### src/rtl/spi_pkg.sv
// rtl/spi_pkg.sv - shared SPI constants and FSM state encoding
package spi_pkg;

  localparam int DATA_WIDTH = 8;
  localparam int CNT_WIDTH  = $clog2(DATA_WIDTH);
  localparam logic [CNT_WIDTH-1:0] CNT_LAST = CNT_WIDTH'(DATA_WIDTH - 1);

  typedef enum logic [1:0] {
    ST_IDLE  = 2'd0,
    ST_LOAD  = 2'd1,
    ST_SHIFT = 2'd2
  } spi_state_e;

endpackage

### src/rtl/spi_slave_engine_if.sv
// rtl/spi_slave_engine_if.sv - SPI pins plus host TX/RX/status signals
interface spi_slave_engine_if;

  logic                            sclk;
  logic                            ss_n;
  logic                            mosi;
  logic                            miso;
  logic                            miso_oe;
  logic [spi_pkg::DATA_WIDTH-1:0]  tx_data;
  logic                            tx_write;
  logic                            tx_full;
  logic [spi_pkg::DATA_WIDTH-1:0]  rx_data;
  logic                            rx_read;
  logic                            rx_full;
  logic                            overrun;
  logic                            underrun;
  logic                            busy;
  logic                            err_clr;

  modport slave (
    input  sclk, ss_n, mosi, tx_data, tx_write, rx_read, err_clr,
    output miso, miso_oe, tx_full, rx_data, rx_full, overrun, underrun, busy
  );

  modport master (
    output sclk, ss_n, mosi, tx_data, tx_write, rx_read, err_clr,
    input  miso, miso_oe, tx_full, rx_data, rx_full, overrun, underrun, busy
  );

endinterface

### src/rtl/spi_sync_edge.sv
// rtl/spi_sync_edge.sv - 2-flop synchronizer with rise/fall detection
module spi_sync_edge #(
  parameter logic IDLE_LEVEL = 1'b0
) (
  input  logic clk,
  input  logic clr,
  input  logic pin,
  output logic level,
  output logic rise,
  output logic fall
);

  logic meta;
  logic sync;
  logic prev;

  always_ff @(posedge clk or posedge clr) begin
    if (clr) begin
      meta <= IDLE_LEVEL;
      sync <= IDLE_LEVEL;
      prev <= IDLE_LEVEL;
    end else begin
      meta <= pin;
      sync <= meta;
      prev <= sync;
    end
  end

  assign level = sync;
  assign rise  = sync & ~prev;
  assign fall  = ~sync & prev;

endmodule

### src/rtl/spi_slave_engine.sv
// rtl/spi_slave_engine.sv - SPI mode 0 slave with one-byte TX/RX buffers
module spi_slave_engine
  import spi_pkg::*;
(
  input  logic                clk,
  input  logic                clr,
  spi_slave_engine_if.slave   bus
);

  logic sclk_level_unused;
  logic sclk_rise;
  logic sclk_fall;
  logic ss_level;
  logic ss_rise_unused;
  logic ss_fall;
  logic mosi_meta;
  logic mosi_sync;

  spi_sync_edge #(.IDLE_LEVEL(1'b0)) u_sclk_sync (
    .clk   (clk),
    .clr   (clr),
    .pin   (bus.sclk),
    .level (sclk_level_unused),
    .rise  (sclk_rise),
    .fall  (sclk_fall)
  );

  spi_sync_edge #(.IDLE_LEVEL(1'b1)) u_ss_sync (
    .clk   (clk),
    .clr   (clr),
    .pin   (bus.ss_n),
    .level (ss_level),
    .rise  (ss_rise_unused),
    .fall  (ss_fall)
  );

  spi_state_e              state;
  spi_state_e              next_state;
  logic [CNT_WIDTH-1:0]    bit_cnt;
  logic [DATA_WIDTH-1:0]   shift_reg;
  logic                    sample;
  logic                    byte_done;
  logic                    rx_pend;
  logic [DATA_WIDTH-1:0]   tx_buf;
  logic                    tx_full;
  logic [DATA_WIDTH-1:0]   rx_data;
  logic                    rx_full;
  logic                    overrun;
  logic                    underrun;
  logic [1:0]              warm_cnt;
  logic                    sync_ready;
  logic                    do_load;
  logic                    do_sample;
  logic                    do_shift;
  logic                    ovr_set;
  logic                    unr_set;
  logic [DATA_WIDTH-1:0]   rx_byte;

  // A held-low SS_N at reset release looks like a falling edge while the
  // synchronizer flushes its idle-level reset values; ignore it until settled.
  assign sync_ready = (warm_cnt == 2'd3);

  always_ff @(posedge clk or posedge clr) begin
    if (clr) begin
      mosi_meta <= 1'b0;
      mosi_sync <= 1'b0;
      warm_cnt  <= 2'd0;
    end else begin
      mosi_meta <= bus.mosi;
      mosi_sync <= mosi_meta;
      if (!sync_ready) begin
        warm_cnt <= warm_cnt + 2'd1;
      end
    end
  end

  always_ff @(posedge clk or posedge clr) begin
    if (clr) begin
      state <= ST_IDLE;
    end else begin
      state <= next_state;
    end
  end

  always_comb begin
    next_state = state;
    do_load    = 1'b0;
    do_sample  = 1'b0;
    do_shift   = 1'b0;
    if (ss_level) begin
      next_state = ST_IDLE;
    end else begin
      case (state)
        ST_IDLE: begin
          if (ss_fall && sync_ready) begin
            next_state = ST_LOAD;
          end
        end
        ST_LOAD: begin
          do_load    = 1'b1;
          next_state = ST_SHIFT;
        end
        ST_SHIFT: begin
          do_sample = sclk_rise;
          if (sclk_fall) begin
            if (byte_done) begin
              next_state = ST_LOAD;
            end else begin
              do_shift = 1'b1;
            end
          end
        end
        default: next_state = ST_IDLE;
      endcase
    end
  end

  assign rx_byte = {shift_reg[DATA_WIDTH-2:0], sample};
  assign ovr_set = rx_pend & rx_full & ~bus.rx_read;
  assign unr_set = do_load & ~tx_full;

  always_ff @(posedge clk or posedge clr) begin
    if (clr) begin
      bit_cnt   <= '0;
      shift_reg <= '0;
      sample    <= 1'b0;
      byte_done <= 1'b0;
      rx_pend   <= 1'b0;
    end else begin
      rx_pend <= do_sample && (bit_cnt == CNT_LAST);
      if (ss_level) begin
        bit_cnt   <= '0;
        byte_done <= 1'b0;
      end else if (do_load) begin
        shift_reg <= tx_full ? tx_buf : '0;
        byte_done <= 1'b0;
      end else begin
        if (do_sample) begin
          sample  <= mosi_sync;
          bit_cnt <= bit_cnt + CNT_WIDTH'(1);
          if (bit_cnt == CNT_LAST) begin
            byte_done <= 1'b1;
          end
        end
        if (do_shift) begin
          shift_reg <= {shift_reg[DATA_WIDTH-2:0], sample};
        end
      end
    end
  end

  // A write coinciding with LOAD keeps the new byte pending; LOAD already used the old one.
  always_ff @(posedge clk or posedge clr) begin
    if (clr) begin
      tx_buf  <= '0;
      tx_full <= 1'b0;
    end else if (bus.tx_write) begin
      tx_buf  <= bus.tx_data;
      tx_full <= 1'b1;
    end else if (do_load) begin
      tx_full <= 1'b0;
    end
  end

  always_ff @(posedge clk or posedge clr) begin
    if (clr) begin
      rx_data  <= '0;
      rx_full  <= 1'b0;
      overrun  <= 1'b0;
      underrun <= 1'b0;
    end else begin
      if (rx_pend && !ovr_set) begin
        rx_data <= rx_byte;
        rx_full <= 1'b1;
      end else if (bus.rx_read) begin
        rx_full <= 1'b0;
      end
      overrun  <= ovr_set | (overrun & ~bus.err_clr);
      underrun <= unr_set | (underrun & ~bus.err_clr);
    end
  end

  assign bus.miso     = shift_reg[DATA_WIDTH-1];
  assign bus.miso_oe  = ~ss_level;
  assign bus.busy     = (state != ST_IDLE);
  assign bus.tx_full  = tx_full;
  assign bus.rx_data  = rx_data;
  assign bus.rx_full  = rx_full;
  assign bus.overrun  = overrun;
  assign bus.underrun = underrun;

endmodule

### src/flat_wrapper.sv
// flat-port wrapper written by rule: the top's interface ports become plain ports
module spi_slave_engine_flat import spi_pkg::*;
  (clk, clr, bus_sclk, bus_ss_n, bus_mosi, bus_tx_data, bus_tx_write, bus_rx_read, bus_err_clr, bus_miso, bus_miso_oe, bus_tx_full, bus_rx_data, bus_rx_full, bus_overrun, bus_underrun, bus_busy);
  spi_slave_engine_if bus_i ();
  input  logic clk;
  input  logic clr;
  input wire logic [$bits(bus_i.sclk)-1:0] bus_sclk;
  input wire logic [$bits(bus_i.ss_n)-1:0] bus_ss_n;
  input wire logic [$bits(bus_i.mosi)-1:0] bus_mosi;
  input wire logic [$bits(bus_i.tx_data)-1:0] bus_tx_data;
  input wire logic [$bits(bus_i.tx_write)-1:0] bus_tx_write;
  input wire logic [$bits(bus_i.rx_read)-1:0] bus_rx_read;
  input wire logic [$bits(bus_i.err_clr)-1:0] bus_err_clr;
  output wire logic [$bits(bus_i.miso)-1:0] bus_miso;
  output wire logic [$bits(bus_i.miso_oe)-1:0] bus_miso_oe;
  output wire logic [$bits(bus_i.tx_full)-1:0] bus_tx_full;
  output wire logic [$bits(bus_i.rx_data)-1:0] bus_rx_data;
  output wire logic [$bits(bus_i.rx_full)-1:0] bus_rx_full;
  output wire logic [$bits(bus_i.overrun)-1:0] bus_overrun;
  output wire logic [$bits(bus_i.underrun)-1:0] bus_underrun;
  output wire logic [$bits(bus_i.busy)-1:0] bus_busy;
  assign bus_i.sclk = bus_sclk;
  assign bus_i.ss_n = bus_ss_n;
  assign bus_i.mosi = bus_mosi;
  assign bus_i.tx_data = bus_tx_data;
  assign bus_i.tx_write = bus_tx_write;
  assign bus_i.rx_read = bus_rx_read;
  assign bus_i.err_clr = bus_err_clr;
  assign bus_miso = bus_i.miso;
  assign bus_miso_oe = bus_i.miso_oe;
  assign bus_tx_full = bus_i.tx_full;
  assign bus_rx_data = bus_i.rx_data;
  assign bus_rx_full = bus_i.rx_full;
  assign bus_overrun = bus_i.overrun;
  assign bus_underrun = bus_i.underrun;
  assign bus_busy = bus_i.busy;
  spi_slave_engine u_core (.clk(clk), .clr(clr), .bus(bus_i));
endmodule
### config.mk
export PLATFORM = sky130hd
export DESIGN_NAME = spi_slave_engine_flat
export DESIGN_NICKNAME = d
export VERILOG_FILES = /design/src/rtl/spi_pkg.sv /design/src/rtl/spi_slave_engine_if.sv /design/src/rtl/spi_sync_edge.sv /design/src/rtl/spi_slave_engine.sv /design/src/flat_wrapper.sv
export SDC_FILE = /design/constraint.sdc
export NUM_CORES = 1
export LEC_CHECK = 0
export CELL_PAD_IN_SITES_DETAIL_PLACEMENT = 1
export CELL_PAD_IN_SITES_GLOBAL_PLACEMENT = 1
export CORE_ASPECT_RATIO = 2
export CORE_MARGIN = 10
export CORE_UTILIZATION = 42
export CTS_CLUSTER_SIZE = 8
export DETAILED_ROUTE_END_ITERATION = 10
export PLACE_DENSITY_LB_ADDON = 0.1
export SLEW_MARGIN = 40
export SYNTH_ARGS = -nofsm -noshare
export SYNTH_HDL_FRONTEND = slang
export SYNTH_SLANG_ARGS = --single-unit
export TNS_END_PERCENT = 20
### constraint.sdc
create_clock -name clk -period 1.9 [get_ports clk]
set_input_delay 0.285 -clock clk [delete_from_list [all_inputs] [get_ports clk]]
set_output_delay 0.285 -clock clk [all_outputs]
set_load 0.1 [all_outputs]
## After elaboration in Yosys (flattened, before gate mapping)

Index checks and enable logic that the tools add are counted.
W data, S select, Z words.

- Logic and storage cells: 92
- Bits of input ports: 16
- Register bits after elaboration: 46
- Output and inout port bits: 15

- $add $sub $neg: 2
- Eq/ne operators: 8
- Muxes and demuxes: 27
- Bitwise gates (word level): 17
- Reductions and logical operators: 17

Operators with widths:

| operator | number |
|---|---|
| $mux W8 | 3 |
| $mux W1 | 16 |
| $reduce_bool A2 Y1 | 5 |
| $mux W3 | 3 |
| $ne A3 B2 Y1 const B | 3 |
| $and A1 B1 Y1 | 8 |
| $mux W2 | 4 |
| $not A1 Y1 | 7 |
| $pmux W2 S3 | 1 |
| $reduce_and A2 Y1 | 3 |
| $reduce_and A3 Y1 | 2 |
| $reduce_bool A3 Y1 | 2 |
| $eq A2 B2 Y1 const B | 2 |
| $add A3 B1 Y3 const B | 1 |
| $eq A3 B3 Y1 const B | 1 |
| $logic_and A1 B1 Y1 | 3 |
| $add A2 B1 Y2 const B | 1 |
| $eq A2 B1 Y1 const B | 1 |
| $logic_not A2 Y1 | 1 |
| $ne A2 B2 Y1 const B | 1 |
| $or A1 B1 Y1 | 2 |
| $logic_not A1 Y1 | 1 |

## Longest topological paths before layout

Gate-level depths: netlist of run 1.

- Word-level depth: 7
- Depth in mapped cells: 5
- Depth with buffers taken out: 4

## Hierarchy

Synthesis of run 1 repeated with hierarchy kept, for this count alone.

- Cell total of the unflattened synthesis: 134
- Area total of the unflattened synthesis: 1,848.0 um^2

Modules (own cells, without submodules):

| module | sequential area each (um^2) | instances | area an instance (um^2) | cells each |
|---|---|---|---|---|
| spi_slave_engine | 1,001.0 | 1 | 1,656.6 | 122 |
| spi_sync_edge (u_core.u_ss_sync) | 78.8 | 1 | 97.6 | 6 |
| spi_sync_edge (u_core.u_sclk_sync) | 75.1 | 1 | 93.8 | 6 |

## Worst setup path after synthesis of run 1

No wires, ideal clock.

- Path kind: register -> register
- Start point: reg u_core.rx_full (netlist: u_core.bus.rx_full)
- End point: reg u_core.rx_data[0] (netlist: u_core.bus.rx_data[0])
- Required time: 1.774 ns
- Cell stages (with the launch flop): 4
- Arrival time: 1.695 ns
- Path buffers: 0
- Period minus slack after synthesis: 1.821 ns
- Path slack: 0.079 ns
- Library setup time: 0.126 ns
- Path through: dfrtp_1 > nand2b_1 > nand2_1 > mux2_2

- Word-level cells in the longest chain between the ends: 4

RTL lines:

| item | RTL line | RTL |
|---|---|---|
| from (decl) | spi_slave_engine.sv:47 | `logic rx_full;` |
| from (signal assigned) | spi_slave_engine.sv:168 | `rx_full <= 1'b0;` |
| from (signal assigned) | spi_slave_engine.sv:174 | `rx_full <= 1'b1;` |
| from (signal assigned) | spi_slave_engine.sv:176 | `rx_full <= 1'b0;` |
| $and A1 B1 Y1 (2 in a row) | spi_slave_engine.sv:119 | `assign ovr_set = rx_pend & rx_full & ~bus.rx_read;` |
| $logic_not A1 Y1 | spi_slave_engine.sv:172 | `if (rx_pend && !ovr_set) begin` |
| $logic_and A1 B1 Y1 | spi_slave_engine.sv:172 |  |
| to (signal assigned) | spi_slave_engine.sv:173 | `rx_data <= rx_byte;` |
| to (decl) | spi_slave_engine.sv:46 | `logic [DATA_WIDTH-1:0] rx_data;` |

No other way between the ends.
A chain may end at the register's enable or synchronous reset.

## Worst setup path after layout of run 1

- Start point: reg u_core.u_ss_sync.sync (netlist: u_core.u_ss_sync.level)
- End point: out bus_miso_oe

- Word-level cells in the longest chain between the ends: 1

RTL lines:

| item | RTL line | RTL |
|---|---|---|
| from (decl) | spi_sync_edge.sv:14 | `logic sync;` |
| from (signal assigned) | spi_sync_edge.sv:24 | `sync <= meta;` |
| $not A1 Y1 (no source line) | -- |  |
| to (decl) | flat_wrapper.sv:15 | `output wire logic [$bits(bus_i.miso_oe)-1:0] bus_miso_oe;` |

No other way between the ends.

==> run summary, run 1 <==
status: completed
routability cong.: 0.8405
Max Fclk: 616.8 MHz
FP Rows: 33
Placed Cells: 217
Clock transition at path regs: 0.08 ns
first-pass GRT wire length: 6.851 mm
peak supply drop: 574.1 uV
Rel. slew slack: 48.75%
Leak: 0.001037 uW
most frequent cells in the layout: dfrtp_1, mux2_2, buf_4
Post-Synthesis Cells: 137
met1 global-route usage: 11.45%
initial core utilization: 43.77%
setup TNS: 0 ns
commonest non-fill, non-tap cell in the layout: dfrtp_1
worst endpoint required time: 1.62 ns
grt met2 use: 21.44%
Max FO, Critical Path: 11
Num CTS Buffers: 5
Via density: 5.289
Mapped Nets: 156
crit start category: register
Mean Syn Cell Area: 13.32 um^2
share of post-route cells with drive strength above 1: 29.48%
Final Net Count: 191
post-DP HPWL: 3.122 mm
Remaining DRCs: 0
WS Path Type: reg -> out
Worst-Margin Slew: 0.7579 ns
die area: 0.007543 mm^2
Synth area leader: dfrtp_1
GRT Util Overall: 11.51%
Yosys warning count: 0
most used routing layer: met2
Final Hold Violating Endpoints: 0
Max-Cap Viols: 0
Hold Path Class: in -> async
area grow syn2layout: 25.91%
Layout fillers: 431
final hold slack: 0.2850 ns
pin count of the biggest net entering global routing: 32
total routed wirelength: 4.069 mm
unrepaired setup endpoints after global routing: false
clk sinks: 46
drt pass-1 iters: 4
Worst-Skew Late Latency: 0.29 ns
# diodes: 0
GR Overflow Total: 0
vias: 1190
Seq/Total Area, Yosys: 63.26%
Slew Limit Fails: 0
PostCTS Resize Cnt: 0
post-CTS setup buffers: 0
Final min period: 1.621 ns
die width: 66.62 um
final worst-path cycle share: 85.34%
Synth Register Bits: 46
area share of the largest cell type after synthesis: 58.94%
Finished Layout Cells: 225
final setup fails: 0
Root Driver: clkbuf_8
DRT antenna net count: 0
Routed WL per cell: 18.08 um
drt first-iter violations: 27
Synth cell types: 32
GR Layer Usage met3: 3.261%
Crit. End Element: output pin
Critical Path AT: 1.34 ns
CTS tree: done
initial antenna violation count: 0
number of buffers added on ports: 30
clk buf depth: 2
Die Ht: 113.2 um
Post-CTS Hold Fix Bufs: 0
vias in the first global route: 1348
# IOs: 31
CORE AREA: 0.004170 mm^2
H-tree Lvls: 2
Pwr Density: 928.3 mW/mm^2
skew final: 0.007036 ns
synthesized cell area: 0.001826 mm^2
main area contributors after synthesis: dfrtp_1, mux2_2, dfstp_2
==> kinds of logic after synthesis <==
family / count (synthesis) / synth area share (%)
flops: 46 / 63.26
buf+inv: 12 / 3.358
compound gates: 20 / 7.402
fa+ha+maj: 3 / 2.056
simple gates: 34 / 10.76
mux: 20 / 12.20
xor+xnor: 2 / 0.9597
==> cell usage after synthesis <==
cell type,n
a211oi_1,1
nor4b_4,1
clkbuf_2,1
a32oi_1,6
or2_2,1
nand4b_1,1
o22ai_1,2
dfrtp_1,43
or3b_1,1
xnor2_1,2
nand2b_1,2
clkbuf_1,1
a21oi_1,2
nor2b_1,1
mux2i_1,2
buf_2,3
a21o_1,1
and4bb_1,1
dfstp_2,3
and2_2,1
o211ai_1,2
o21ai_0,6
nand3_1,2
buf_6,1
nor4bb_1,1
nor2_1,4
buf_4,1
mux2_2,18
inv_1,5
nand3b_1,2
ha_1,3
nand2_1,16
==> power by group <==
part / total, uW / internal, uW / switching, uW
combinational: 289 / 117 / 172
clock: 703 / 394 / 309
sequential: 1140 / 1070 / 75.4
==> critical path, stage by stage, from the launching register on <==
cell,delay (ns)
dfstp_2,0.56
buf_4,0.19
inv_1,0.11
buf_12,0.18
==> per-stage QoR <==
step | total power (uW) | instance area (um^2) | util (%) | setup slack [ns]
global route | 2225 | 2298 | 55.12 | 0.2215
CTS | 2163 | 2298 | 55.12 | 0.2596
global placement | 1437 | 2186 | 52.42 | 0.1837
floorplan | 1324 | 1826 | - | 0.07946
finish | 2134 | 2298 | 55.12 | 0.2786
detailed placement | 1453 | 2192 | 52.57 | 0.1444
==> final timing paths <==
kind | from | endpoint | slack (ns) | cells after the start
setup / recovery | u_core.u_ss_sync.level | bus_miso_oe | 0.28 | 3
hold / removal | clr | u_core.tx_buf[5] | 0.28 | 2
setup reg to reg | u_core.state[1] | u_core.shift_reg[7] | 0.40 | 3
hold reg to reg | u_core.u_ss_sync.meta | u_core.u_ss_sync.level | 0.37 | 0
max in group asynchronous | clr | u_core.u_ss_sync.level | 1.03 | 3
min in group clk | u_core.u_ss_sync.meta | u_core.u_ss_sync.level | 0.37 | 0
==> layer usage <==
| layer | vias up | part of all wire [%] |
|---|---|---|
| met2 | 22 | 58 |
| met5 | - | 0 |
| li1 | 547 | - |
| met4 | 0 | 1.4 |
| met1 | 613 | 37 |
| met3 | 8 | 3.3 |
==> cell type report <==
class	count	area [um^2]	area share (%)
well taps	52	65.06	2.831
clock inverters	1	30.03	1.306
repair buffers	35	337.8	14.70
inverters	5	18.77	0.8166
flip-flops and latches	46	1155	50.25
multi-input cells	79	615.6	26.78
clock buffers	7	76.32	3.321
Note: power is estimated with default switching activity, not from simulation.
==> inputs of run 2 (changes only) <==
--- a/config.mk
+++ b/config.mk
@@ -9,7 +9,7 @@
 export CELL_PAD_IN_SITES_GLOBAL_PLACEMENT = 1
 export CORE_ASPECT_RATIO = 2
 export CORE_MARGIN = 10
-export CORE_UTILIZATION = 42
+export CORE_UTILIZATION = 40
 export CTS_CLUSTER_SIZE = 8
 export DETAILED_ROUTE_END_ITERATION = 10
 export PLACE_DENSITY_LB_ADDON = 0.1
==> run 2 against run 1 <==
Compared with the run above:
- global-route usage rose by 0.24 points
- sequential cell count stayed put
- critical path type unchanged
- largest cell class unchanged
- power down 4.8%
==> run summary, run 2 (synthesized netlist as in run 1, its figures left out) <==
status: completed
vias in the first global route: 1396 (+3.6%)
die width: 67.77 um (+1.7%)
Layout fillers: 468 (+8.6%)
crit start category: register
skew final: 0.003243 ns (-0.003793 ns)
CTS tree: done
Hold Path Class: in -> async
die area: 0.007830 mm^2 (+3.8%)
Via density: 5.274 (-0.28%)
post-CTS setup buffers: 0 (unchanged)
Slew Limit Fails: 0 (unchanged)
FF-to-FF setup slack: 0.47 ns (+0.07 ns)
drt first-iter violations: 30 (+11%)
Final Hold Violating Endpoints: 0 (unchanged)
clk sinks: 46 (unchanged)
area grow syn2layout: 24.67%
Worst-Skew Late Latency: 0.29 ns (about the same)
Final Net Count: 190 (-0.52%)
total routed wirelength: 4.053 mm (-0.39%)
Critical Path AT: 1.31 ns (-0.03 ns)
PostCTS Resize Cnt: 0 (unchanged)
setup TNS: 0 ns (unchanged)
final hold slack: 0.3359 ns (+0.05096 ns)
worst endpoint required time: 1.62 ns (about the same)
slack of the critical path: 0.3084 ns (+0.02979 ns)
switching power: 559.0 uW (+0.32%)
H-tree Lvls: 2 (unchanged)
DRT antenna net count: 0 (unchanged)
clk buf depth: 2 (unchanged)
Max Fclk: 628.3 MHz (+1.9%)
commonest non-fill, non-tap cell in the layout: dfrtp_1
Int Power: 1473 uW (-6.6%)
Num CTS Buffers: 5 (unchanged)
Crit Reg-Reg Startpoint: u_core.u_ss_sync.level
Seq pwr share: 56.0% (+2.5 points)
R2R Path End: u_core.shift_reg[1]
FP Rows: 34 (+3.0%)
unrepaired setup endpoints after global routing: false
Worst-Margin Slew: 0.7450 ns (-0.01289 ns)
clock power share: 30.1% (-2.8 points)
GR Overflow Total: 0 (unchanged)
number of buffers added on ports: 30 (unchanged)
CORE AREA: 0.004382 mm^2 (+5.1%)
Root Driver: clkbuf_8
most frequent cells in the layout: dfrtp_1, mux2_2, nand2_1, buf_4, clkdlybuf4s50_1
Die Ht: 115.5 um (+2.0%)
Max-Cap Viols: 0 (unchanged)
initial core utilization: 41.66% (-2.1 points)
# IOs: 31 (unchanged)
Post-CTS Hold Fix Bufs: 0 (unchanged)
Total Power: 2032 uW (-4.8%)
first-pass GRT wire length: 7.051 mm (+2.9%)
Routed WL per cell: 17.93 um (-0.83%)
initial antenna violation count: 0 (unchanged)
sw frac: 27.52% (+1.4 points)
Max FO, Critical Path: 12 (+1)
share of post-route cells with drive strength above 1: 29.65% (+0.17 points)
Crit. End Element: output pin
Worst Reg-to-Reg Cells: 3 (unchanged)
final worst-path cycle share: 83.77% (-1.6 points)
Rel. slew slack: 50.03% (+1.3 points)
post-DP HPWL: 3.147 mm (+0.79%)
pin count of the biggest net entering global routing: 28 (-13%)
# diodes: 0 (unchanged)
vias: 1192 (+0.17%)
Remaining DRCs: 0 (unchanged)
drt pass-1 iters: 4 (unchanged)
routability cong.: 0.7854 (-6.6%)
Post-Place Setup Slack: 0.1793 ns (+0.03486 ns)
Logic pwr share: 13.9% (+0.4 points)
Pwr Density: 892.7 mW/mm^2 (-3.8%)
WS Path Type: reg -> out
GRT Util Overall: 11.75% (+0.24 points)
peak supply drop: 585.8 uV (+2.0%)
Clock transition at path regs: 0.08 ns (about the same)
Leak: 0.001026 uW (-1.0%)
CP Launch Point: u_core.u_ss_sync.level
final setup fails: 0 (unchanged)
Final min period: 1.592 ns (-0.02979 ns)
[run 2: cell types whose count changed in the layout (fill, tap and decap cells not counted)]
cell | before | now
clkinvlp_4 | 0 | 1
nor4bb_1 | 0 | 1
clkbuf_8 | 5 | 6
nor4bb_2 | 1 | 0
bufinv_16 | 1 | 0
clkinv_2 | 0 | 1
buf_4 | 17 | 16
clkbuf_1 | 2 | 0
[run 2: final cells by class]
| type | count | area (um^2) | share of cell area [%] |
|---|---|---|---|
| clock buffer | 6 | 82.58 | 3.628 |
| clock inverter | 2 | 12.51 | 0.5498 |
| inverter | 5 | 18.77 | 0.8246 |
| multi-input combinational | 79 | 609.3 | 26.77 |
| sequential | 46 | 1155 | 50.74 |
| tap | 54 | 67.56 | 2.969 |
| timing repair buffer | 34 | 330.3 | 14.51 |
[run 2: layer usage]
| layer | vias to the layer above | share of wire (%) | GRT usage, % |
|---|---|---|---|
| li1 | 550 | - | - |
| met1 | 614 | 36 | 12.21 |
| met2 | 21 | 59 | 21.11 |
| met3 | 7 | 3.1 | 2.998 |
| met4 | 0 | 1.8 | 5.128 |
| met5 | - | 0 | 0 |
[run 2: worst max path at each step]
| stage | to | slack (ns) | cells after the start |
|---|---|---|---|
| after floorplan | u_core.bus.rx_data[0] | 0.08 | 3 |
| after global placement | u_core.bus.rx_data[0] | 0.24 | 4 |
| after detailed placement | u_core.bus.rx_data[0] | 0.18 | 4 |
| after CTS | bus_miso_oe | 0.29 | 2 |
| after global routing | bus_miso_oe | 0.23 | 2 |
| final | bus_miso_oe | 0.31 | 2 |
[run 2: power by group through the flow]
stage / clock (uW) / sequential (uW) / combinational [uW]
floorplan: 0 / 1180 / 139
global placement: 0 / 1150 / 277
detailed placement: 0 / 1160 / 288
CTS: 644 / 1140 / 289
global route: 675 / 1150 / 311
finish: 612 / 1140 / 282
[run 2: stage by stage]
stage / cell area [um^2] / std cells / util [%]
6_report: 2276 / 226 / 51.94
5_1_grt: 2276 / 226 / 51.94
4_1_cts: 2276 / 226 / 51.94
3_5_place_dp: 2181 / 218 / 49.77
3_3_place_gp: 2181 / 218 / 49.77
2_1_floorplan: 1826 / 137 / -
[run 2: worst max-delay path, stage by stage (launching register included)]
cell and delay [ns]:
dfstp_2 0.69, inv_1 0.13, buf_12 0.18
==> inputs of run 3 (changes only) <==
==> constraint.sdc (replaced) <==
create_clock -name clk -period 1.5 [get_ports clk]
set_input_delay 0.225 -clock clk [delete_from_list [all_inputs] [get_ports clk]]
set_output_delay 0.225 -clock clk [all_outputs]
set_load 0.1 [all_outputs]
==> run 3 against run 2 <==
Compared with the run above:
- non-clock buffer count is 10 higher
- clock power is 27% higher
- worst hold slack got worse by 0.18 ns
- sequential cell count unchanged
- clock-buffer cell count increased by 1
- final cell count grew 4.4%
- sequential share of layout area down 5.3 points
- clock skew up 0.0015 ns
- first-iteration DRC count increased by 43%
- routed wire length increased by 8.8%
- critical path depth unchanged
- critical endpoint unchanged
==> run summary, run 3 (synthesized netlist as in run 1, its figures left out) <==
Max Fclk: 691.3 MHz
initial core utilization: 41.66% (unchanged)
Leak: 0.001124 uW (+9.5%)
Via density: 5.271 (about the same)
clk sinks: 46 (unchanged)
Clock transition at path regs: 0.08 ns (about the same)
final worst-path cycle share: 96.43%
drt pass-1 iters: 4 (unchanged)
Critical Path AT: 1.22 ns (-0.09 ns)
share of post-route cells with drive strength above 1: 36.26% (+6.6 points)
Max FO, Critical Path: 4 (-8)
commonest non-fill, non-tap cell in the layout: dfrtp_1
Worst-Skew Late Latency: 0.29 ns (about the same)
clk buf depth: 2 (unchanged)
die width: 67.77 um (unchanged)
final setup fails: 0 (unchanged)
status: completed
Worst Reg-to-Reg Cells: 3 (unchanged)
DRT antenna net count: 0 (unchanged)
FP Rows: 34 (unchanged)
vias in the first global route: 1471 (+5.4%)
CTS tree: done
sw frac: 27.54% (about the same)
Layout fillers: 434 (-7.3%)
post-DP HPWL: 3.238 mm (+2.9%)
Final min period: 1.446 ns
area grow syn2layout: 39.82%
Worst-Margin Slew: 0.4230 ns (-0.3220 ns)
total routed wirelength: 4.411 mm (+8.8%)
CORE AREA: 0.004382 mm^2 (unchanged)
Placed Area: 0.002407 mm^2 (+10%)
GRT Util Overall: 12.44% (+0.69 points)
GR Overflow Total: 0 (unchanged)
skew final: 0.004789 ns (+0.001547 ns)
unrepaired setup endpoints after global routing: false
pin count of the biggest net entering global routing: 40 (+43%)
Num CTS Buffers: 5 (unchanged)
Final Hold Violating Endpoints: 0 (unchanged)
Root Driver: clkbuf_8
crit start category: register
Rel. slew slack: 71.80% (+22 points)
fin util: 58.25% (+6.3 points)
worst endpoint required time: 1.27 ns (-0.35 ns)
final hold slack: 0.1590 ns (-0.1770 ns)
Int Power: 1916 uW (+30%)
initial antenna violation count: 0 (unchanged)
setup TNS: 0 ns (unchanged)
number of buffers added on ports: 30 (unchanged)
peak supply drop: 972.5 uV (+66%)
Max-Cap Viols: 0 (unchanged)
vias: 1244 (+4.4%)
Routed WL per cell: 18.69 um (+4.2%)
Remaining DRCs: 0 (unchanged)
Die Ht: 115.5 um (unchanged)
H-tree Lvls: 2 (unchanged)
Final Cell Area: 0.002552 mm^2 (+12%)
die area: 0.007830 mm^2 (unchanged)
first-pass GRT wire length: 7.465 mm (+5.9%)
# diodes: 0 (unchanged)
switching power: 728.3 uW (+30%)
routability cong.: 0.7564 (-3.7%)
Hold Path Class: in -> async
# IOs: 31 (unchanged)
Logic pwr share: 15.9% (+2.0 points)
drt first-iter violations: 43 (+43%)
FF-to-FF setup slack: 0.09 ns (-0.38 ns)
R2R Path End: u_core.shift_reg[6]
Slew Limit Fails: 0 (unchanged)
Crit. End Element: output pin
Crit Reg-Reg Startpoint: u_core.state[1]
WS Path Type: reg -> out
Pwr Density: 1036 mW/mm^2 (+16%)
Total Power: 2645 uW (+30%)
clock power share: 29.3% (-0.8 points)
most frequent cells in the layout: dfrtp_1, mux2_2, buf_12
Seq pwr share: 54.8% (-1.2 points)
Final Net Count: 200 (+5.3%)
run 3: through the flow:
step	worst slack (ns)	instances
6_report	0.05351	236
5_1_grt	0.01570	236
4_1_cts	0.001978	235
3_5_place_dp	-0.02626	223
3_3_place_gp	0.01172	223
2_1_floorplan	-0.2396	137
run 3: worst max-delay path by stage:
| stage | startpoint | to | slack (ns) |
|---|---|---|---|
| 6_report | u_core.u_ss_sync.level | bus_miso_oe | 0.05 |
| 5_1_grt | u_core.u_ss_sync.level | bus_miso_oe | 0.02 |
| 4_1_cts | u_core.state[1] | bus_busy | 0.002 |
| 3_5_place_dp | bus_rx_read | u_core.bus.rx_data[0] | -0.03 |
| 3_3_place_gp | bus_rx_read | u_core.bus.rx_data[3] | 0.01 |
| 2_1_floorplan | u_core.u_ss_sync.level | u_core.sample | -0.24 |
run 3: timing repair:
action,CTS,global route
hold endpoints to repair,0,0
hold buffers,0,0
gates resized for setup,0,7
endpoints found under the setup margin,1,3
buffers inserted,4,1
run 3: critical path, stage by stage, from the launching register on:
cell	delay, ns
dfstp_2	0.61
clkinvlp_4	0.14
buf_12	0.18
run 3: power by group through the flow:
stage               combinational, uW  clock [uW]  sequential [uW]
floorplan                         183           0             1500
global placement                  388           0             1460
detailed placement                402           0             1470
CTS                               417         796             1450
global route                      459         856             1470
finish                            420         775             1450
run 3: cell type report:
class                           instances  area (um^2)  share of cell area [%]
Multi-Input combinational cell         79        625.6                   24.51
Timing Repair Buffer                   44        584.3                   22.89
Sequential cell                        46         1161                   45.49
Inverter                                5        22.52                  0.8824
Tap cell                               54        67.56                   2.647
Clock buffer                            7        86.33                   3.382
Clock inverter                          1        5.005                  0.1961
run 3: per-layer routing:
layer	track usage [%]	routed length, um
met1	12.75	1568
met3	3.095	174
met2	23.00	2603
met5	0	0
met4	4.588	65
==> RTL edit, RTL diff (settings of run 3) <==
The parameter `IDLE_LEVEL` goes from 1'b1 to 1'b0.
--- a/src/rtl/spi_slave_engine.sv
+++ b/src/rtl/spi_slave_engine.sv
@@ -27,3 +27,3 @@
 
-  spi_sync_edge #(.IDLE_LEVEL(1'b1)) u_ss_sync (
+  spi_sync_edge #(.IDLE_LEVEL(1'b0)) u_ss_sync (
     .clk   (clk),
Formal check against the unedited RTL: not equivalent (Yosys sat finds a counterexample within 4 cycles, from zero or initial values).
==> RTL edit against run 3 <==
Design area fell by 1.3%; via count fell by 1.4%; sequential cell count did not move; critical path type unchanged; worst hold slack improved by 0.10 ns; combinational power fell by 5.0%; total power rose by 5.1%; count of clock-buffer cells in the layout fell by 2; worst setup slack improved by 0.041 ns; synthesized cell count did not move; largest power group unchanged; synthesized area fell by 0.21%; non-clock buffer count fell by 3; routed wire length fell by 0.61%; critical endpoint is now bus_busy.
==> RTL edit: results (changes against run 3) <==
synth_fa_ha_area_frac: 0.0206  # about the same
cpPeakStageDelay_ns: 0.45  # was 0.61 ns
routed-wl-met2_mm: 2.66  # was 2.60 mm
grt_util_met2: 0.228  # was 0.230
met1Wirelength_mm: 1.47  # was 1.57 mm
dp_hpwl_mm: 3.37  # was 3.24 mm
status: "finished, final reports clean"  # unchanged
post_cts_buffers: 1  # was 4
cts_resized: 1  # was 0
ir_worst_vdd_mv: 1.47  # was 0.972 mV
worstMarginPinSlew_ns: 0.372  # was 0.423 ns
initialDrtViolationCount: 29  # was 43
gp_congestion: 0.798  # was 0.756
seq_area_frac_synth: 0.632  # was 0.633
yosysWarnings: 0  # unchanged
synth-xor-area-share: 0.00962  # was 0.00960
wl_mm: 4.38  # was 4.41 mm
gr-usage-all-layers: 0.122  # was 0.124
post_dp_cell_area_sq_um: 2390  # was 2410 sq um
num-nets-final: 197  # was 200
slowest_stage: "dfrtp_2"  # was dfstp_2
path_max_fanout: 6  # was 4
ys_types: 31  # was 32
async_flop_share: 1.00  # unchanged
vias: 1226  # was 1244
first_global_vias: 1394  # was 1471
power.leakage_nw: 1.10  # was 1.12 nW
synth_mux_area_frac: 0.122  # about the same
drive_gt1_frac: 0.341  # was 0.363
grtUsageMet3: 0.0329  # was 0.0309
skew_ns: 0.00484  # was 0.00479 ns
met3WireLength_microns: 129  # was 174 microns
cp.arrival_ns: 1.18  # was 1.22 ns
synth.area.top_cells: "dfrtp_1, mux2_2, nand2_1"  # was dfrtp_1, mux2_2, dfstp_2
synth_common_cells: "dfrtp_1, mux2_2, nand2_1, a32oi_1, o21ai_0"  # unchanged
grt_pass1_wl_mm: 7.13  # was 7.47 mm
grt_util_met1: 0.112  # was 0.127
grt_max_degree: 47  # was 40
## RTL edit: cell count changes in the layout (fill, tap and decap cells not counted), moves of 2 or more
cell            run 3  this run
o21ai_1             2         0
o21ai_0             4         6
dfstp_2             3         0
dfrtp_2             2         4
## RTL edit: layout make-up
class	count	area, sq um
clock buffers	5	68.8
clock inverters	3	43.8
fillers	437	1860
inverters	5	22.5
multi-input cells	79	612
flip-flops and latches	46	1160
well taps	54	67.6
repair buffers	41	546
## RTL edit: worst paths after layout
path | from | to | slack, ns | cells past startpoint
setup / recovery | u_core.state[1] | bus_busy | 0.09 | 2
max in group asynchronous | clr | u_core.u_ss_sync.level | 1.00 | 3
setup reg to reg | u_core.u_ss_sync.level | u_core.shift_reg[1] | 0.11 | 5
hold / removal | clr | u_core.bus.rx_data[6] | 0.26 | 3
hold reg to reg | u_core.mosi_meta | u_core.mosi_sync | 0.35 | 0
min in group clk | u_core.mosi_meta | u_core.mosi_sync | 0.35 | 0
## RTL edit: report_power, final
part | switching [mW] | leakage [nW] | internal, mW
sequential | 0.107 | 0.572 | 1.35
clock | 0.427 | 0.0585 | 0.499
combinational | 0.219 | 0.471 | 0.179
## RTL edit: kinds of logic (layout without fill, tap and decap cells)
kind of cell / count (synthesis) / count (layout)
compound gates: 20 / 20
xor+xnor: 2 / 2
fa+ha+maj: 3 / 3
buf+inv: 12 / 54
flops: 46 / 46
mux: 20 / 20
simple gates: 34 / 34
## RTL edit: stage by stage
step	instances	total power, mW	TNS (ns)	util
2_1_floorplan	137	1.68	-0.115	-
3_3_place_gp	224	1.85	0	0.546
3_5_place_dp	224	1.88	-0.0674	0.546
4_1_cts	233	2.81	0	0.574
5_1_grt	233	2.90	0	0.575
6_report	233	2.78	0	0.575
